==> src/rtl/framing_defs.sv <==
// Framing constants and sync FSM encodings shared by the mapper and demapper.
package framing_defs;
   localparam logic [7:0] FAS0     = 8'hF6;
   localparam logic [7:0] FAS1     = 8'h28;
   localparam int         ROWS     = 4;
   localparam logic [7:0] CRC_POLY = 8'h07;
   localparam logic [7:0] CRC_INIT = 8'h00;

   typedef enum logic [1:0] {
      HUNT    = 2'd0,
      PRESYNC = 2'd1,
      SYNC    = 2'd2
   } sync_state_e;
endpackage

==> src/rtl/demapper_if.sv <==
// Line-byte input, payload output and status bundle of the demapper.
interface demapper_if;
   logic [7:0] i_frame_data;
   logic       i_frame_data_valid;
   logic       i_tx_fifo_ready;
   logic [7:0] o_pyld_data;
   logic       o_pyld_data_valid;
   logic       o_pyld_last;
   logic       o_pyld_err;
   logic       o_line_retrans_req;
   logic       o_in_sync;
   logic       o_crc_err;
   logic       o_ovf;

   modport slave (
      input  i_frame_data, i_frame_data_valid, i_tx_fifo_ready,
      output o_pyld_data, o_pyld_data_valid, o_pyld_last, o_pyld_err,
             o_line_retrans_req, o_in_sync, o_crc_err, o_ovf
   );

   modport master (
      output i_frame_data, i_frame_data_valid, i_tx_fifo_ready,
      input  o_pyld_data, o_pyld_data_valid, o_pyld_last, o_pyld_err,
             o_line_retrans_req, o_in_sync, o_crc_err, o_ovf
   );
endinterface

==> src/rtl/crc8_byte.sv <==
// One-byte CRC-8 step (MSB first, no reflection); shared with the mapper CRC path.
module crc8_byte
   import framing_defs::*;
(
   input  logic [7:0] crc,
   input  logic [7:0] data,
   output logic [7:0] crc_next
);
   always_comb begin
      crc_next = crc ^ data;
      for (int i = 0; i < 8; i++)
         crc_next = crc_next[7] ? ((crc_next << 1) ^ CRC_POLY) : (crc_next << 1);
   end
endmodule

==> src/rtl/demapper.sv <==
// Receive demapper: FAS alignment, overhead strip, payload release with per-frame CRC-8.
// Optional CRC checking is enabled by defining DEMAPPER_CRC_CHECK_EN.
module demapper
   import framing_defs::*;
#(
   parameter int COLS    = 1024,
   parameter int OH_COLS = 4
) (
   input logic       i_clk,
   input logic       i_rst,
   demapper_if.slave bus
);
   sync_state_e state, state_n;
   logic [1:0]  row, miss, miss_n;
   logic [10:0] col;
   logic        prev_f6, fas0_ok, hold_vld;
   logic [7:0]  hold;
   logic [7:0]  pyld_data;
   logic        pyld_vld, pyld_last, pyld_err, retrans, in_sync, crc_err, ovf;

   logic       vld, at_c0, at_c1, is_crc, is_pyld, fas_ok, hunt_hit, stay_sync, rel, crc_bad;
   logic [7:0] din;

   assign vld      = bus.i_frame_data_valid;
   assign din      = bus.i_frame_data;
   assign at_c0    = (row == 2'd0) && (col == 11'd0);
   assign at_c1    = (row == 2'd0) && (col == 11'd1);
   assign is_crc   = (row == 2'(ROWS - 1)) && (col == 11'(COLS - 1));
   assign is_pyld  = (col >= 11'(OH_COLS)) && !is_crc;
   assign fas_ok   = fas0_ok && (din == FAS1);
   assign hunt_hit = prev_f6 && (din == FAS1);

`ifdef DEMAPPER_CRC_CHECK_EN
   logic [7:0] crc, crc_upd;

   crc8_byte u_crc (.crc(crc), .data(din), .crc_next(crc_upd));

   always_ff @(posedge i_clk or posedge i_rst) begin
      if (i_rst)           crc <= CRC_INIT;
      else if (vld) begin
         if (at_c0)        crc <= CRC_INIT;
         else if (is_pyld) crc <= crc_upd;
      end
   end

   assign crc_bad = (din != crc);
`else
   assign crc_bad = 1'b0;
`endif

   always_comb begin
      state_n = state;
      miss_n  = miss;
      if (vld) begin
         case (state)
            HUNT:    if (hunt_hit) state_n = PRESYNC;
            PRESYNC: if (at_c1)    state_n = fas_ok ? SYNC : HUNT;
            SYNC: if (at_c1) begin
               if (fas_ok) miss_n = 2'd0;
               else if (miss == 2'd1) begin
                  state_n = HUNT;
                  miss_n  = 2'd0;
               end else miss_n = miss + 2'd1;
            end
            default: state_n = HUNT;
         endcase
      end
   end

   // Payload and CRC bytes never sit at col 1, so staying in SYNC is the only case that moves data.
   assign stay_sync = vld && (state == SYNC) && (state_n == SYNC);
   assign rel       = stay_sync && (is_pyld || is_crc) && hold_vld;

   always_ff @(posedge i_clk or posedge i_rst) begin
      if (i_rst) begin
         state     <= HUNT;
         miss      <= 2'd0;
         row       <= 2'd0;
         col       <= 11'd0;
         prev_f6   <= 1'b0;
         fas0_ok   <= 1'b0;
         hold      <= 8'd0;
         hold_vld  <= 1'b0;
         pyld_data <= 8'd0;
         pyld_vld  <= 1'b0;
         pyld_last <= 1'b0;
         pyld_err  <= 1'b0;
         retrans   <= 1'b0;
         in_sync   <= 1'b0;
         crc_err   <= 1'b0;
         ovf       <= 1'b0;
      end else begin
         pyld_vld  <= 1'b0;
         pyld_last <= 1'b0;
         pyld_err  <= 1'b0;
         retrans   <= 1'b0;
         if (vld) begin
            state   <= state_n;
            miss    <= miss_n;
            in_sync <= (state_n == SYNC);
            prev_f6 <= (din == FAS0);
            if (at_c0) fas0_ok <= (din == FAS0);

            // A hunt hit marks the current byte as row 0, col 1.
            if (state == HUNT && hunt_hit) begin
               row <= 2'd0;
               col <= 11'd2;
            end else if (col == 11'(COLS - 1)) begin
               col <= 11'd0;
               row <= (row == 2'(ROWS - 1)) ? 2'd0 : row + 2'd1;
            end else col <= col + 11'd1;

            if (state == SYNC && state_n != SYNC) hold_vld <= 1'b0;
            else if (stay_sync && is_pyld) begin
               hold     <= din;
               hold_vld <= 1'b1;
            end else if (stay_sync && is_crc) begin
               hold_vld <= 1'b0;
               crc_err  <= crc_bad;
               retrans  <= crc_bad;
            end

            if (rel) begin
               if (bus.i_tx_fifo_ready) begin
                  pyld_data <= hold;
                  pyld_vld  <= 1'b1;
                  pyld_last <= is_crc;
                  pyld_err  <= is_crc && crc_bad;
               end else ovf <= 1'b1;
            end
         end
      end
   end

   assign bus.o_pyld_data        = pyld_data;
   assign bus.o_pyld_data_valid  = pyld_vld;
   assign bus.o_pyld_last        = pyld_last;
   assign bus.o_pyld_err         = pyld_err;
   assign bus.o_line_retrans_req = retrans;
   assign bus.o_in_sync          = in_sync;
   assign bus.o_crc_err          = crc_err;
   assign bus.o_ovf              = ovf;
endmodule

==> src/flat_wrapper.sv <==
// flat-port wrapper written by rule: the top's interface ports become plain ports
module demapper_flat import framing_defs::*;
#(
   parameter int COLS    = 1024,
   parameter int OH_COLS = 4
)
  (i_clk, i_rst, bus_i_frame_data, bus_i_frame_data_valid, bus_i_tx_fifo_ready, bus_o_pyld_data, bus_o_pyld_data_valid, bus_o_pyld_last, bus_o_pyld_err, bus_o_line_retrans_req, bus_o_in_sync, bus_o_crc_err, bus_o_ovf);
  demapper_if bus_i ();
  input logic i_clk;
  input logic i_rst;
  input wire logic [$bits(bus_i.i_frame_data)-1:0] bus_i_frame_data;
  input wire logic [$bits(bus_i.i_frame_data_valid)-1:0] bus_i_frame_data_valid;
  input wire logic [$bits(bus_i.i_tx_fifo_ready)-1:0] bus_i_tx_fifo_ready;
  output wire logic [$bits(bus_i.o_pyld_data)-1:0] bus_o_pyld_data;
  output wire logic [$bits(bus_i.o_pyld_data_valid)-1:0] bus_o_pyld_data_valid;
  output wire logic [$bits(bus_i.o_pyld_last)-1:0] bus_o_pyld_last;
  output wire logic [$bits(bus_i.o_pyld_err)-1:0] bus_o_pyld_err;
  output wire logic [$bits(bus_i.o_line_retrans_req)-1:0] bus_o_line_retrans_req;
  output wire logic [$bits(bus_i.o_in_sync)-1:0] bus_o_in_sync;
  output wire logic [$bits(bus_i.o_crc_err)-1:0] bus_o_crc_err;
  output wire logic [$bits(bus_i.o_ovf)-1:0] bus_o_ovf;
  assign bus_i.i_frame_data = bus_i_frame_data;
  assign bus_i.i_frame_data_valid = bus_i_frame_data_valid;
  assign bus_i.i_tx_fifo_ready = bus_i_tx_fifo_ready;
  assign bus_o_pyld_data = bus_i.o_pyld_data;
  assign bus_o_pyld_data_valid = bus_i.o_pyld_data_valid;
  assign bus_o_pyld_last = bus_i.o_pyld_last;
  assign bus_o_pyld_err = bus_i.o_pyld_err;
  assign bus_o_line_retrans_req = bus_i.o_line_retrans_req;
  assign bus_o_in_sync = bus_i.o_in_sync;
  assign bus_o_crc_err = bus_i.o_crc_err;
  assign bus_o_ovf = bus_i.o_ovf;
  demapper #(.COLS(COLS), .OH_COLS(OH_COLS)) u_core (.i_clk(i_clk), .i_rst(i_rst), .bus(bus_i));
endmodule
==> config.mk <==
export PLATFORM = sky130hd
export DESIGN_NAME = demapper_flat
export DESIGN_NICKNAME = d
export VERILOG_FILES = /design/src/rtl/framing_defs.sv /design/src/rtl/demapper_if.sv /design/src/rtl/crc8_byte.sv /design/src/rtl/demapper.sv /design/src/flat_wrapper.sv
export SDC_FILE = /design/constraint.sdc
export NUM_CORES = 1
export LEC_CHECK = 0
export BUFFER_PORTS_ARGS = -buffer_cell sky130_fd_sc_hd__buf_2
export CORE_UTILIZATION = 60
export CTS_BUF_LIST = sky130_fd_sc_hd__clkbuf_4 sky130_fd_sc_hd__clkbuf_8
export CTS_CLUSTER_DIAMETER = 150
export DETAILED_ROUTE_END_ITERATION = 8
export GPL_TIMING_DRIVEN = 0
export PLACE_DENSITY_LB_ADDON = 0.12
export SYNTH_ARGS = -nofsm -noshare
export SYNTH_HDL_FRONTEND = slang
export SYNTH_SLANG_ARGS = --single-unit
==> constraint.sdc <==
create_clock -name i_clk -period 4.4 [get_ports i_clk]
set_input_delay 0.22 -clock i_clk [delete_from_list [all_inputs] [get_ports i_clk]]
set_output_delay 0.22 -clock i_clk [all_outputs]
set_load 0.005 [all_outputs]
==> results.py <==
metrics = {
    "run_status": {
        "status": "finished clean",
    },
    "logic_synthesis": {
        "post_synth_xor_area_fraction": 0.03679,
        "syn-mean-instance-area_sq_um": 11.14,
        "synth_top_area_cell": "sky130_fd_sc_hd__dfrtp_1",
        "post_synth_instance_area_sq_mm": 0.001904,
        "post_synth_inst_count": 171,
        "combinational_family_with_the_most_area_after_synthesis": "simple AND/OR/NAND/NOR gates",
        "yosys_most_used_dff": "sky130_fd_sc_hd__dfrtp_1",
        "yosys_register_bits": 40,
        "seq_area_frac_synth": 0.5256,
        "synth-async-reset-ratio": 1.000,
        "synth.mux.area_fraction": 0.1124,
        "synth_simple_gate_area_share": 0.1892,
        "ys_top_cells_by_area": "sky130_fd_sc_hd__dfrtp_1 (53%), sky130_fd_sc_hd__mux2_2 (11%), sky130_fd_sc_hd__nor2_1 (3.9%)",
        "yosys.area.top_type_share": 0.5256,
        "ys.warnings.count": 0,
        "synth_area_in_compound_gates": 0.06570,
        "synth_adder_area_share": 0.03285,
        "yosysUniqueCellTypes": 36,
        "synth_edf_count": 0,
    },
    "sta": {
        "grt_setup_unrepaired": "false",
        "achievable-frequency_mhz": 406.8,
        "min_period_over_period": 0.5587,
        "slew_headroom": 0.4749,
        "finalCriticalPeriod_ps": 2458,
        "finalMaxSlewViolations": 0,
        "setup_viol": 0,
        "worst-slew-pin-transition_ps": 786.2,
        "setup_tns_ps": 0,
        "number_of_hold_violations_in_the_final_report": 0,
        "fin_worst_hold_slack_ps": 11.55,
        "finClkSkew_ps": 14.28,
    },
    "place": {
        "dpl_cell_area_sq_mm": 0.002105,
        "detailed_place_hpwl_mm": 2.757,
        "gpl.final_weighted_congestion": 0.8399,
        "port_buffers": 22,
    },
    "setup_path": {
        "timing.critical_path.fanout_max": 9,
        "crit-reg2reg-capture": "u_core.hold[3]$_DFFE_PP0P_",
        "r2r_cells": 5,
        "worst_setup_path_start_kind": "flip-flop",
        "timing_worst_setup_path_type": "reg -> reg",
        "required_ps": 4620,
        "worst_setup_path_endpoint": "u_core.hold[3]$_DFFE_PP0P_",
        "crit_path_arrival_time_ps": 2680,
        "ff2ff_setup_slack_ps": 1940,
        "crit_path_start": "u_core.col[0]$_DFFE_PP0P_",
        "setup.worst_path.end_class": "flip-flop",
        "r2r-start": "u_core.col[0]$_DFFE_PP0P_",
    },
    "power": {
        "pwr_density_cell_mw_per_mm2": 379.0,
        "switchingPower_w": 0.0002398,
        "peakVddDrop_mv": 0.3322,
        "internal-power_w": 0.0005882,
        "power.share.switching": 0.2896,
        "power.share.clock": 0.287,
        "power.total_w": 0.0008280,
        "power.static_leakage_nw": 1.095,
        "pwr-share-seq": 0.546,
        "comb_power_frac": 0.167,
    },
    "clocking": {
        "cts_setup_buffers": 0,
        "cts_buffers": 5,
        "num_clock_sinks": 40,
        "worst_setup_hold_path_clk_slew_ps": 120,
        "htree_levels": 2,
        "tritoncts": "yes",
        "clock_path_buffers": 2,
        "clock-root-buffer": "sky130_fd_sc_hd__clkbuf_4",
        "clk_latency_ps": 330,
        "cts-hold-fix-buffers": 0,
        "cts_resized": 0,
    },
    "grt": {
        "first_pass_grt_wire_length_mm": 6.465,
        "antenna_found_initial": 0,
        "groute.usage.overall": 0.2543,
        "grt_util_met2": 0.4319,
        "maximum_number_of_pins_on_one_net_before_global_route_repair": 24,
        "grt-ovfl-total": 0,
        "globalRouteMet1Util": 0.3279,
        "grtUsageMet3": 0.05275,
        "globalRoute.busiestLayer": "met2",
        "grt_pass1_vias": 1448,
    },
    "routing": {
        "routed_wire_length_per_instance_um": 14.84,
        "drt_pass1_iterations": 4,
        "ant_nets": 0,
        "initialDrtViolationCount": 41,
        "vias_per_cell": 5.702,
        "routed-via-count": 1414,
        "routed_wire_length_mm": 3.681,
        "route.detailed.drc": 0,
    },
    "final_layout": {
        "area_growth_syn_to_layout_pct": 14.72,
        "drive_above_1_share": 0.2990,
        "final_core_util": 0.7215,
        "finalInstanceArea_sq_mm": 0.002185,
        "design.final.nets": 220,
        "n_antenna_cell": 0,
    },
    "floorplanning": {
        "core_area_sq_mm": 0.003028,
        "fp.dieArea_sq_mm": 0.003403,
        "initial_core_util": 0.6289,
        "die_y_um": 58.34,
        "die_width_um": 58.34,
        "top_level_ports": 27,
        "core.rowCount": 20,
    },
    "min_path": {
        "min-delay-path-class": "in -> async",
    },
    "job": {
        "cap_viol_max_count": 0,
    },
}
[state kept, by name, indices dropped and copies added (netlist names)]
signal	cells
u_core.col	11
u_core.bus.o_pyld_data	8
u_core.hold	8
u_core.miss	2
u_core.row	2
u_core.state	2
u_core.bus.o_in_sync	1
u_core.bus.o_ovf	1
u_core.bus.o_pyld_data_valid	1
u_core.bus.o_pyld_last	1
u_core.fas0_ok	1
u_core.hold_vld	1
u_core.prev_f6	1
[layer usage]
metal | wire, um | part of all wire
met4 | 47 | 0.013
met5 | 0 | 0
met2 | 1873 | 0.51
met1 | 1616 | 0.44
met3 | 144 | 0.039
[metrics by stage]
stage | std cells | setup slack, ps
global placement | 239 | 2050
CTS | 248 | 1938
floorplan | 173 | 2301
global route | 248 | 1847
detailed placement | 240 | 1989
finish | 248 | 1942
[kinds of logic after synthesis]
family	after synthesis
simple gates	65
flops	40
mux	19
compound gates	18
buf+inv	15
xor+xnor	8
fa+ha+maj	5
other cells	1
[power by group through the flow]
stage | registers [W] | clock network [W] | logic (W)
after floorplan | 0.000443 | 0 | 0.000104
after global placement | 0.000453 | 0 | 0.000125
after detailed placement | 0.000456 | 0 | 0.000138
after CTS | 0.000450 | 0.000248 | 0.000139
after global routing | 0.000459 | 0.000256 | 0.000161
final | 0.000452 | 0.000238 | 0.000138
[worst min-delay path by stage]
stage,startpoint,end,slack (ps),cells after the start
after global placement,bus_i_tx_fifo_ready,u_core.bus.o_ovf$_DFFE_PP0P_,430,2
after floorplan,bus_i_tx_fifo_ready,u_core.bus.o_ovf$_DFFE_PP0P_,320,1
after global routing,i_rst,u_core.bus.o_pyld_data[6]$_DFFE_PP0P_,70,2
after CTS,i_rst,u_core.hold[6]$_DFFE_PP0P_,10,2
after detailed placement,i_rst,u_core.hold[2]$_DFFE_PP0P_,380,2
final,i_rst,u_core.bus.o_pyld_data[6]$_DFFE_PP0P_,10,2
[placed cells by master (no fill, tap or decap), types with 2 or more instances in the layout]
| cell | count |
|---|---|
| sky130_fd_sc_hd__clkbuf_1 | 2 |
| sky130_fd_sc_hd__and3_1 | 2 |
| sky130_fd_sc_hd__nor2_1 | 20 |
| sky130_fd_sc_hd__nand2b_1 | 2 |
| sky130_fd_sc_hd__xnor2_1 | 2 |
| sky130_fd_sc_hd__clkbuf_4 | 6 |
| sky130_fd_sc_hd__nand3_1 | 2 |
| sky130_fd_sc_hd__and4_1 | 2 |
| sky130_fd_sc_hd__xor2_1 | 6 |
| sky130_fd_sc_hd__buf_4 | 3 |
| sky130_fd_sc_hd__o21ai_0 | 4 |
| sky130_fd_sc_hd__nand2_1 | 11 |
| sky130_fd_sc_hd__mux2_2 | 19 |
| sky130_fd_sc_hd__buf_2 | 22 |
| sky130_fd_sc_hd__nor4_1 | 2 |
| sky130_fd_sc_hd__nand4_1 | 8 |
| sky130_fd_sc_hd__nand4b_1 | 3 |
| sky130_fd_sc_hd__or4_4 | 2 |
| sky130_fd_sc_hd__a31oi_1 | 3 |
| sky130_fd_sc_hd__ha_1 | 5 |
| sky130_fd_sc_hd__nor2b_1 | 2 |
| sky130_fd_sc_hd__nor4b_1 | 2 |
| sky130_fd_sc_hd__a21oi_1 | 5 |
| sky130_fd_sc_hd__dfrtp_1 | 40 |
| sky130_fd_sc_hd__or3_1 | 2 |
| sky130_fd_sc_hd__conb_1 | 3 |
| sky130_fd_sc_hd__inv_1 | 10 |
[critical path: stages, from the launching register on]
cell and delay (ps):
sky130_fd_sc_hd__dfrtp_1 470, sky130_fd_sc_hd__ha_1 250, sky130_fd_sc_hd__and4_1 230, sky130_fd_sc_hd__and4_1 270, sky130_fd_sc_hd__a211oi_2 710, sky130_fd_sc_hd__mux2_2 420
[cell usage after synthesis, types with 3 or more instances]
cell type and instances:
sky130_fd_sc_hd__nand2_1 11, sky130_fd_sc_hd__nand4_1 8, sky130_fd_sc_hd__buf_4 3, sky130_fd_sc_hd__o21ai_0 4, sky130_fd_sc_hd__mux2_2 19, sky130_fd_sc_hd__a21oi_1 5, sky130_fd_sc_hd__ha_1 5, sky130_fd_sc_hd__dfrtp_1 40
sky130_fd_sc_hd__inv_1 10, sky130_fd_sc_hd__a31oi_1 3, sky130_fd_sc_hd__xor2_1 6, sky130_fd_sc_hd__nor2_1 20, sky130_fd_sc_hd__nand4b_1 3
[area by class of cell]
type | instances | area, sq um
tap | 44 | 55.05
fill | 224 | 843.3
multi-input combinational | 118 | 843.3
clock buffer | 6 | 45.04
buffer | 5 | 30.03
inverter | 10 | 37.54
sequential | 40 | 1001
timing repair buffer | 23 | 137.6
clock inverter | 2 | 35.03
Power figures use the tool's default switching activity.
